<file path="src/rtl/exception_controller_pkg.sv">
// Shared CP0 constants, exception codes and sequencing state encoding for the
// exception controller and its register file.
package exception_controller_pkg;

  localparam logic [4:0] Cp0AddrSr    = 5'd12;
  localparam logic [4:0] Cp0AddrCause = 5'd13;
  localparam logic [4:0] Cp0AddrEpc   = 5'd14;
  localparam logic [4:0] Cp0AddrPrid  = 5'd15;

  localparam logic [4:0] ExcInt  = 5'd0;
  localparam logic [4:0] ExcAdEL = 5'd4;
  localparam logic [4:0] ExcAdES = 5'd5;
  localparam logic [4:0] ExcRI   = 5'd10;
  localparam logic [4:0] ExcOv   = 5'd12;

  localparam logic [31:0] PridValue          = 32'h4D49_5053;
  localparam logic [31:0] DefaultHandlerAddr = 32'h0000_4180;

  typedef enum logic [0:0] {
    StRun   = 1'b0,
    StFlush = 1'b1
  } state_e;

endpackage

</file>
<file path="src/rtl/exception_controller_if.sv">
// Pipeline-facing signal bundle of the exception controller; the pipeline is
// the master, the controller the slave.
interface exception_controller_if;
  logic [5:0]  hw_int;
  logic        m_valid;
  logic [31:0] pc_m;
  logic        bd_m;
  logic        exc_valid;
  logic [4:0]  exc_code;
  logic        eret_m;
  logic        cp0_we;
  logic [4:0]  cp0_addr;
  logic [31:0] cp0_wdata;
  logic [31:0] cp0_rdata;
  logic        interrupt;
  logic        exception;
  logic        eret_go;
  logic [31:0] EPC;
  logic [31:0] handler_addr;
  logic        flush;

  modport master (
    output hw_int, m_valid, pc_m, bd_m, exc_valid, exc_code, eret_m,
           cp0_we, cp0_addr, cp0_wdata,
    input  cp0_rdata, interrupt, exception, eret_go, EPC, handler_addr, flush
  );

  modport slave (
    input  hw_int, m_valid, pc_m, bd_m, exc_valid, exc_code, eret_m,
           cp0_we, cp0_addr, cp0_wdata,
    output cp0_rdata, interrupt, exception, eret_go, EPC, handler_addr, flush
  );
endinterface

</file>
<file path="src/rtl/cp0_regs.sv">
// CP0 SR/Cause/EPC storage with trap/ERET side effects and the MFC0 read mux.
// Trap and ERET updates take precedence over a same-cycle MTC0 write.
module cp0_regs
  import exception_controller_pkg::*;
(
  input  logic        clk,
  input  logic        reset,
  input  logic [5:0]  hw_int,
  input  logic        we,
  input  logic [4:0]  addr,
  input  logic [31:0] wdata,
  output logic [31:0] rdata,
  input  logic        trap,
  input  logic        trap_int,
  input  logic [4:0]  trap_code,
  input  logic        trap_bd,
  input  logic [31:0] trap_pc,
  input  logic        eret,
  output logic [5:0]  sr_im,
  output logic        sr_exl,
  output logic        sr_ie,
  output logic [5:0]  cause_ip,
  output logic [31:0] epc
);

  logic [5:0]  im_q, im_d;
  logic        exl_q, exl_d;
  logic        ie_q, ie_d;
  logic        bd_q, bd_d;
  logic [5:0]  ip_q;
  logic [4:0]  code_q, code_d;
  logic [31:0] epc_q, epc_d;

  always_comb begin
    im_d   = im_q;
    exl_d  = exl_q;
    ie_d   = ie_q;
    bd_d   = bd_q;
    code_d = code_q;
    epc_d  = epc_q;
    if (trap) begin
      exl_d  = 1'b1;
      epc_d  = trap_bd ? trap_pc - 32'd4 : trap_pc;
      bd_d   = trap_bd;
      code_d = trap_int ? ExcInt : trap_code;
    end else if (eret) begin
      exl_d = 1'b0;
    end else if (we) begin
      case (addr)
        Cp0AddrSr: begin
          im_d  = wdata[15:10];
          exl_d = wdata[1];
          ie_d  = wdata[0];
        end
        Cp0AddrCause: begin
          bd_d   = wdata[31];
          code_d = wdata[6:2];
        end
        Cp0AddrEpc: epc_d = wdata & 32'hFFFF_FFFC;
        default: ;
      endcase
    end
  end

  always_ff @(posedge clk or negedge reset) begin
    if (!reset) begin
      im_q   <= '0;
      exl_q  <= 1'b0;
      ie_q   <= 1'b0;
      bd_q   <= 1'b0;
      ip_q   <= '0;
      code_q <= '0;
      epc_q  <= '0;
    end else begin
      im_q   <= im_d;
      exl_q  <= exl_d;
      ie_q   <= ie_d;
      bd_q   <= bd_d;
      ip_q   <= hw_int;
      code_q <= code_d;
      epc_q  <= epc_d;
    end
  end

  always_comb begin
    rdata = '0;
    case (addr)
      Cp0AddrSr:    rdata = {16'b0, im_q, 8'b0, exl_q, ie_q};
      Cp0AddrCause: rdata = {bd_q, 15'b0, ip_q, 3'b0, code_q, 2'b0};
      Cp0AddrEpc:   rdata = epc_q;
      Cp0AddrPrid:  rdata = PridValue;
      default:      rdata = '0;
    endcase
  end

  assign sr_im    = im_q;
  assign sr_exl   = exl_q;
  assign sr_ie    = ie_q;
  assign cause_ip = ip_q;
  assign epc      = epc_q;

endmodule

</file>
<file path="src/rtl/exception_controller.sv">
// Decides interrupt/exception/ERET for the M-stage instruction, drives the
// next-PC select and flush, and sequences the one-cycle post-trap flush.
module exception_controller
  import exception_controller_pkg::*;
#(
  parameter logic [31:0] HANDLER_ADDR = DefaultHandlerAddr
) (
  input logic                   clk,
  input logic                   reset,
  exception_controller_if.slave bus
);

  state_e      state_q;
  logic        run;
  logic        int_req, exc_req, eret_req;
  logic        take_int, take_exc;
  logic [5:0]  sr_im, cause_ip;
  logic        sr_exl, sr_ie;
  logic [31:0] epc;

  // Gating on reset keeps the combinational controls low while reset is held.
  assign run      = reset & (state_q == StRun) & bus.m_valid;
  assign int_req  = run & sr_ie & ~sr_exl & (|(cause_ip & sr_im));
  assign exc_req  = run & bus.exc_valid & ~sr_exl;
  assign eret_req = run & bus.eret_m;

  assign take_int = int_req & ~eret_req;
  assign take_exc = exc_req & ~eret_req & ~int_req;

  assign bus.eret_go      = eret_req;
  assign bus.interrupt    = take_int;
  assign bus.exception    = take_exc;
  assign bus.flush        = eret_req | take_int | take_exc | (state_q == StFlush);
  assign bus.EPC          = epc;
  assign bus.handler_addr = HANDLER_ADDR;

  always_ff @(posedge clk or negedge reset) begin
    if (!reset) begin
      state_q <= StRun;
    end else begin
      case (state_q)
        StRun:   if (take_int | take_exc | eret_req) state_q <= StFlush;
        StFlush: state_q <= StRun;
        default: state_q <= StRun;
      endcase
    end
  end

  cp0_regs u_cp0_regs (
    .clk       (clk),
    .reset     (reset),
    .hw_int    (bus.hw_int),
    .we        (bus.cp0_we),
    .addr      (bus.cp0_addr),
    .wdata     (bus.cp0_wdata),
    .rdata     (bus.cp0_rdata),
    .trap      (take_int | take_exc),
    .trap_int  (take_int),
    .trap_code (bus.exc_code),
    .trap_bd   (bus.bd_m),
    .trap_pc   (bus.pc_m),
    .eret      (eret_req),
    .sr_im     (sr_im),
    .sr_exl    (sr_exl),
    .sr_ie     (sr_ie),
    .cause_ip  (cause_ip),
    .epc       (epc)
  );

endmodule

</file>
<file path="src/flat_wrapper.sv">
// flat-port wrapper written by rule: the top's interface ports become plain ports
module exception_controller_flat import exception_controller_pkg::*;
#(
  parameter logic [31:0] HANDLER_ADDR = DefaultHandlerAddr
)
  (clk, reset, bus_hw_int, bus_m_valid, bus_pc_m, bus_bd_m, bus_exc_valid, bus_exc_code, bus_eret_m, bus_cp0_we, bus_cp0_addr, bus_cp0_wdata, bus_cp0_rdata, bus_interrupt, bus_exception, bus_eret_go, bus_EPC, bus_handler_addr, bus_flush);
  exception_controller_if bus_i ();
  input logic clk;
  input logic reset;
  input wire logic [$bits(bus_i.hw_int)-1:0] bus_hw_int;
  input wire logic [$bits(bus_i.m_valid)-1:0] bus_m_valid;
  input wire logic [$bits(bus_i.pc_m)-1:0] bus_pc_m;
  input wire logic [$bits(bus_i.bd_m)-1:0] bus_bd_m;
  input wire logic [$bits(bus_i.exc_valid)-1:0] bus_exc_valid;
  input wire logic [$bits(bus_i.exc_code)-1:0] bus_exc_code;
  input wire logic [$bits(bus_i.eret_m)-1:0] bus_eret_m;
  input wire logic [$bits(bus_i.cp0_we)-1:0] bus_cp0_we;
  input wire logic [$bits(bus_i.cp0_addr)-1:0] bus_cp0_addr;
  input wire logic [$bits(bus_i.cp0_wdata)-1:0] bus_cp0_wdata;
  output wire logic [$bits(bus_i.cp0_rdata)-1:0] bus_cp0_rdata;
  output wire logic [$bits(bus_i.interrupt)-1:0] bus_interrupt;
  output wire logic [$bits(bus_i.exception)-1:0] bus_exception;
  output wire logic [$bits(bus_i.eret_go)-1:0] bus_eret_go;
  output wire logic [$bits(bus_i.EPC)-1:0] bus_EPC;
  output wire logic [$bits(bus_i.handler_addr)-1:0] bus_handler_addr;
  output wire logic [$bits(bus_i.flush)-1:0] bus_flush;
  assign bus_i.hw_int = bus_hw_int;
  assign bus_i.m_valid = bus_m_valid;
  assign bus_i.pc_m = bus_pc_m;
  assign bus_i.bd_m = bus_bd_m;
  assign bus_i.exc_valid = bus_exc_valid;
  assign bus_i.exc_code = bus_exc_code;
  assign bus_i.eret_m = bus_eret_m;
  assign bus_i.cp0_we = bus_cp0_we;
  assign bus_i.cp0_addr = bus_cp0_addr;
  assign bus_i.cp0_wdata = bus_cp0_wdata;
  assign bus_cp0_rdata = bus_i.cp0_rdata;
  assign bus_interrupt = bus_i.interrupt;
  assign bus_exception = bus_i.exception;
  assign bus_eret_go = bus_i.eret_go;
  assign bus_EPC = bus_i.EPC;
  assign bus_handler_addr = bus_i.handler_addr;
  assign bus_flush = bus_i.flush;
  exception_controller #(.HANDLER_ADDR(HANDLER_ADDR)) u_core (.clk(clk), .reset(reset), .bus(bus_i));
endmodule
</file>
<file path="config.mk">
export PLATFORM = sky130hd
export DESIGN_NAME = exception_controller_flat
export DESIGN_NICKNAME = d
export VERILOG_FILES = /design/src/rtl/exception_controller_pkg.sv /design/src/rtl/exception_controller_if.sv /design/src/rtl/cp0_regs.sv /design/src/rtl/exception_controller.sv /design/src/flat_wrapper.sv
export SDC_FILE = /design/constraint.sdc
export NUM_CORES = 1
export LEC_CHECK = 0
export ABC_AREA = 1
export CAP_MARGIN = 40
export CORE_ASPECT_RATIO = 0.5
export CORE_MARGIN = 8
export CORE_UTILIZATION = 42
export CTS_CLUSTER_DIAMETER = 30
export DETAILED_ROUTE_END_ITERATION = 8
export MAX_ROUTING_LAYER = met4
export PLACE_DENSITY = 0.9
export SKIP_CTS_REPAIR_TIMING = 1
export SYNTH_ARGS = -nofsm -noshare
export SYNTH_HDL_FRONTEND = slang
export SYNTH_HIERARCHICAL = 1
export SYNTH_SLANG_ARGS = --single-unit
export TNS_END_PERCENT = 50
</file>
<file path="constraint.sdc">
create_clock -name clk -period 2.3 [get_ports clk]
set_input_delay 0.23 -clock clk [delete_from_list [all_inputs] [get_ports clk]]
set_output_delay 0.23 -clock clk [all_outputs]
set_load 0.01 [all_outputs]
</file>
# Word level (Yosys, flattened, before mapping)
# Cells that the tools add are included.
op_classes:
  n_bitwise: 22
  multipliers: 0
  eq_ne: 5
  order_cmp: 0
  n_shift: 0
  reduce_logical: 10
  n_addsub: 1
  mux: 21
  div: 0
ops:
  columns: ["operator", "count"]
  rows:
  - ["32-bit two-way mux", 5]
  - ["32-bit case mux with 4 select lines", 1]
  - ["32-bit by 3-bit subtractor with 32-bit output, second input constant", 1]
  - ["5-bit two-way mux", 5]
  - ["5-bit by 4-bit == test with 1-bit output, second input constant", 4]
  - ["1-bit AND", 11]
  - ["1-bit two-way mux", 9]
  - ["6-bit AND", 1]
  - ["3-bit AND reduction", 2]
  - ["2-bit nonzero test", 3]
  - ["3-bit nonzero test", 2]
  - ["6-bit OR reduction", 1]
  - ["1-bit NOT", 5]
  - ["1-bit OR", 5]
  - ["4-bit AND reduction", 1]
  - ["2-bit != test, second input constant", 1]
  - ["1-bit case mux with 2 select lines", 1]
  - ["2-bit AND reduction", 1]
word_totals:
  in_bits: 87
  latch_bits: 0
  rom_bits: 0
  memories: 0
  out_inout_bits: 100
  wordCells: 67
  ramBits: 0
  ff_bits: 53

# Longest topological paths before layout
depth:
  word_depth: 12
  ltp_mapped: 14

# Hierarchy
# Netlist, hierarchy kept.
by_module_without_submodules:
  columns: ["module", "seq_area_each_um2", "n_inst", "area_each_um2", "cells_per_inst"]
  rows:
  - ["cp0_regs", 1301.2, 1, 3648.5, 540]
  - ["exception_controller", 25.0, 1, 397.9, 64]

# Worst setup path before layout
# OpenSTA, ideal clock, no wires.
synth_path:
  kind: "register to register"
  startpoint: "register u_core.state_q"
  endpoint: "register u_core.u_cp0_regs.im_q[1] (netlist: u_core/u_cp0_regs/sr_im[1])"
  setup_slack_ps: 547
  arrival_time_ps: 1628
  required_ps: 2175
  path_buffers: 2
  path_stages_with_launch: 12
  path_cell_list: "dfrtp_1 inv_2 nand4_1 nor2_2 nand2_2 nand2_1 nand2_1 buf_2 nor2_2 nand2_1 buf_6 mux2_2"
synth_between:
  elab_chain_len: 11
  word_cells_on_any_way: 17
  classes_between: "bitwise (16); reduce/logical (1)"
synth_rtl:
  columns: ["element", "line", "text"]
  rows:
  - ["start: declaration", "exception_controller.sv:13", "state_e state_q;"]
  - ["start signal: assignment", "exception_controller.sv:39", "state_q <= StRun;"]
  - ["start signal: assignment", "exception_controller.sv:42", "StRun: if (take_int | take_exc | eret_req) state_q <= StFlush;"]
  - ["start signal: assignment", "exception_controller.sv:43", "StFlush: state_q <= StRun;"]
  - ["1-bit NOT *", null, null]
  - ["1-bit AND * (2 in a row)", "exception_controller.sv:22", "assign run = reset & (state_q == StRun) & bus.m_valid;"]
  - ["1-bit AND (3 in a row)", "exception_controller.sv:23", "assign int_req = run & sr_ie & ~sr_exl & (|(cause_ip & sr_im));"]
  - ["1-bit NOT", "exception_controller.sv:28", "assign take_exc = exc_req & ~eret_req & ~int_req;"]
  - ["1-bit AND", "exception_controller.sv:28", null]
  - ["1-bit OR", "exception_controller.sv:57", ".trap (take_int | take_exc),"]
  - ["1-bit NOT (no source line)", null, null]
  - ["4-bit AND reduction (no source line) *", null, null]
  - ["end signal: assignment", "cp0_regs.sv:75", "im_q <= im_d;"]
  - ["end: declaration", "cp0_regs.sv:26", "logic [5:0] im_q, im_d;"]
# Mark *: on every way between the ends. The rest lies on a longest branch, timed or not.
# A chain may end at the register's enable or synchronous reset.

# Final worst setup path
layout_path:
  startpoint: "input bus_cp0_addr[3]"
  endpoint: "output bus_cp0_rdata[10]"
layout_between:
  elab_chain_len: 2
  word_cells_on_any_way: 5
  classes_between: "eq/ne (4); mux (1)"
layout_rtl:
  columns: ["element", "line", "text"]
  rows:
  - ["start: declaration", "flat_wrapper.sv:18", "input wire logic [$bits(bus_i.cp0_addr)-1:0] bus_cp0_addr;"]
  - ["5-bit by 4-bit == test with 1-bit output", "cp0_regs.sv:87", "case (addr)"]
  - ["32-bit case mux with 4 select lines *", "cp0_regs.sv:87", null]
  - ["end: declaration", "flat_wrapper.sv:20", "output wire logic [$bits(bus_i.cp0_rdata)-1:0] bus_cp0_rdata;"]
# Marks and branches as above.

==> reports/results.ini <==
[status]
status=finished, final reports clean

[setup_path]
r2r-end=u_core/u_cp0_regs/sr_im[1]$_DFFE_PN0P_
arrival_ns=1.97
crit_required_ns=2.07
reg2reg_depth=11
r2r-start=u_core/u_cp0_regs/cause_ip[2]$_DFF_PN0_
cp-endpoint=bus_cp0_rdata[10]
startpoint=bus_cp0_addr[3]
cp-end-kind=output pin
startpoint_type=input pin
worst-setup-path-type=input pin to output pin
critPathMaxFanout=9
r2r_slack_ns=0.28

[global_routing]
grt_pass1_vias=4600
grt_pass1_wl_um=23900
grt_max_degree=54
antenna_found_initial=0
groute.usage.overall=0.233
overflow=0

[timing]
maxSlewViolCount=0
relSlewSlack=0.530
period_share=0.955
setup_violations=0
worst-slew-pin-transition_ns=0.704
hold_ws_ns=0.210
finalClockSkew_ns=0.00775
rsz0062_at_grt=false
layout_min_cycle_time_ns=2.20
timing.fmax_mhz=455
hold_viol_final=0

[drt]
post_drt_wl_per_cell_um=16.7
drc_errors=0
first_iter_violations=475
ant_nets=0
wirelength_um=15000
vias_per_cell=4.99
firstDrtPassIters=5
via_count=4492

[placement]
dpl.hpwl_um=12300
placed_area_um2=5690
port_buffers=154
routabilityCongestion=0.960

[pwr]
power_leakage_nw=2.91
ir_worst_vdd_uv=344
power.density_nw_per_um2=694

[logic_synthesis]
synth_area_um2=4050
syn_inst=604
yosys-top-cells-area=dfrtp_1 (33%), nand2_1 (16%), inv_1 (7.6%)
synthArstFlopShare=1.00
yosysSeqAreaShare=0.328
avgSynthCellArea_um2=6.70
synth_common_cells=nand2_1 (174), inv_1 (82), nor2_1 (66), dfrtp_1 (53), o21ai_0 (41)
synth_seq_cells=53
ys.flop_type=dfrtp_1
synth_top_area_frac=0.328
synth_top_area_cell=dfrtp_1
synth_most_common_cell=nand2_1
synth_edf_count=0
yosysWarnings=6
synth.distinct_cells=41

[cts]
cts_tree=done
cts_buffers=5
cts_max_level=2
clk_pin_slew_ns=0.06
cts_max_path_buffers=2
cts_num_sinks=53
clkLatencyLatePin_ns=0.30
cts-root-buf=clkbuf_16

[run]
max-cap-violations=0

[floorplanning]
core_um2=9420
die_h_um=85.4
chipWidth_um=155
dieArea_um2=13200
io_pins=187
initial_utilization=0.430
row_count=25

[cells_and_area]
layout-drive-gt1-share=0.0862
multiInputGateArea_um2=2160
seq_area_um2=1330
final_area_um2=5860
antenna_cells=0
fin_nets=853
area_growth_syn_to_layout_pct=44.8
fill_cells=828

[min_path]
hold_class=input pin to asynchronous set/reset pin

## worst min-delay path by stage
stage | start | to | slack (ns) | depth (start not counted)
floorplan | reset | u_core/state_q$_DFF_PN0_ | -0.07 | 0
global placement | u_core/u_cp0_regs/epc[11]$_DFFE_PN0P_ | u_core/u_cp0_regs/epc[11]$_DFFE_PN0P_ | 0.49 | 2
detailed placement | u_core/u_cp0_regs/epc[28]$_DFFE_PN0P_ | u_core/u_cp0_regs/epc[28]$_DFFE_PN0P_ | 0.49 | 2
CTS | reset | u_core/u_cp0_regs/epc[27]$_DFFE_PN0P_ | 0.23 | 2
global route | reset | u_core/u_cp0_regs/epc[20]$_DFFE_PN0P_ | 0.25 | 2
finish | reset | u_core/u_cp0_regs/epc[18]$_DFFE_PN0P_ | 0.21 | 2
## routing by layer
metal | vias up | GRT usage | part of all wire | routed length [um]
met5 | - | - | 0 | 0
met4 | 0 | 0.0415 | 0.0085 | 127
met3 | 12 | 0.0319 | 0.071 | 1070
met2 | 196 | 0.390 | 0.48 | 7230
met1 | 2120 | 0.299 | 0.44 | 6570
li1 | 2164 | - | - | -
## worst max-delay path, stage by stage
cell and delay, ns:
clkdlybuf4s50_1 0.46, nand2_1 0.08, nor2_2 0.12, nand2_1 0.10, inv_2 0.16, nand2_1 0.13, o211ai_1 0.11, clkdlybuf4s50_1 0.58
## sequential cells by signal, indices dropped and copies added, names as in the netlist
name,cells
u_core/state_q,1
u_core/u_cp0_regs/code_q,5
u_core/u_cp0_regs/epc,32
u_core/u_cp0_regs/bd_q,1
u_core/u_cp0_regs/sr_im,6
u_core/u_cp0_regs/sr_exl,1
u_core/u_cp0_regs/cause_ip,6
u_core/u_cp0_regs/sr_ie,1
## report_power, final
group,switching (W),internal [W]
logic,0.000838,0.000908
clock network,0.000355,0.000407
registers,0.000259,0.00130
## layout by cell type, fill, tap and decap left out, types with 2 or more instances in the layout
| cell type | netlist | routed |
|---|---|---|
| a21oi_1 | 6 | 6 |
| o22ai_1 | 3 | 3 |
| o21bai_1 | 3 | 3 |
| nor2_1 | 66 | 66 |
| nand2_2 | 5 | 6 |
| o221ai_1 | 3 | 3 |
| dlymetal6s2s_1 | 0 | 8 |
| nor2_4 | 9 | 9 |
| xnor2_1 | 5 | 5 |
| buf_4 | 32 | 15 |
| nand3_2 | 2 | 2 |
| mux2_2 | 3 | 3 |
| nor2_2 | 5 | 5 |
| nand3_1 | 33 | 33 |
| inv_1 | 82 | 81 |
| nand2_1 | 174 | 173 |
| nor3_1 | 3 | 3 |
| clkinv_2 | 1 | 2 |
| buf_12 | 0 | 2 |
| clkbuf_16 | 0 | 5 |
| inv_2 | 6 | 7 |
| xor2_1 | 6 | 6 |
| dfrtp_1 | 53 | 53 |
| clkdlybuf4s50_1 | 0 | 145 |
| o21ai_0 | 41 | 41 |
| conb_1 | 2 | 32 |
| nand4_1 | 19 | 19 |
| o211ai_1 | 12 | 12 |
| o21ai_1 | 2 | 2 |
## final cells by class
type / instances / area share
Clock buffer: 6 / 0.0220
Clock inverter: 2 / 0.00235
Inverter: 90 / 0.0585
Multi-Input combinational cell: 443 / 0.368
Sequential cell: 53 / 0.226
Tap cell: 135 / 0.0288
Timing Repair Buffer: 172 / 0.294
## cells by family (layout without fill, tap and decap cells)
group           count (synthesis)  after routing  share of synthesized area
buf+inv                       138            270                      0.167
simple gates                  322            322                      0.360
compound gates                 74             74                      0.109
flops                          53             53                      0.328
other cells                     2             32                    0.00186
fa+ha+maj                       1              1                    0.00309
mux                             3              3                    0.00835
xor+xnor                       11             11                     0.0238
## per-stage QoR
step           std cells  power (W)  setup WS [ns]  TNS (ns)  utilization
2_1_floorplan        634    0.00229          0.547         0            -
3_3_place_gp         893    0.00327         0.0903         0        0.604
3_5_place_dp         893    0.00331        -0.0410    -0.128        0.604
4_1_cts              901    0.00407         0.0376         0        0.619
5_1_grt              901    0.00433        0.00199         0        0.622
6_report             901    0.00406          0.103         0        0.622
Power figures use the tool's default switching activity.
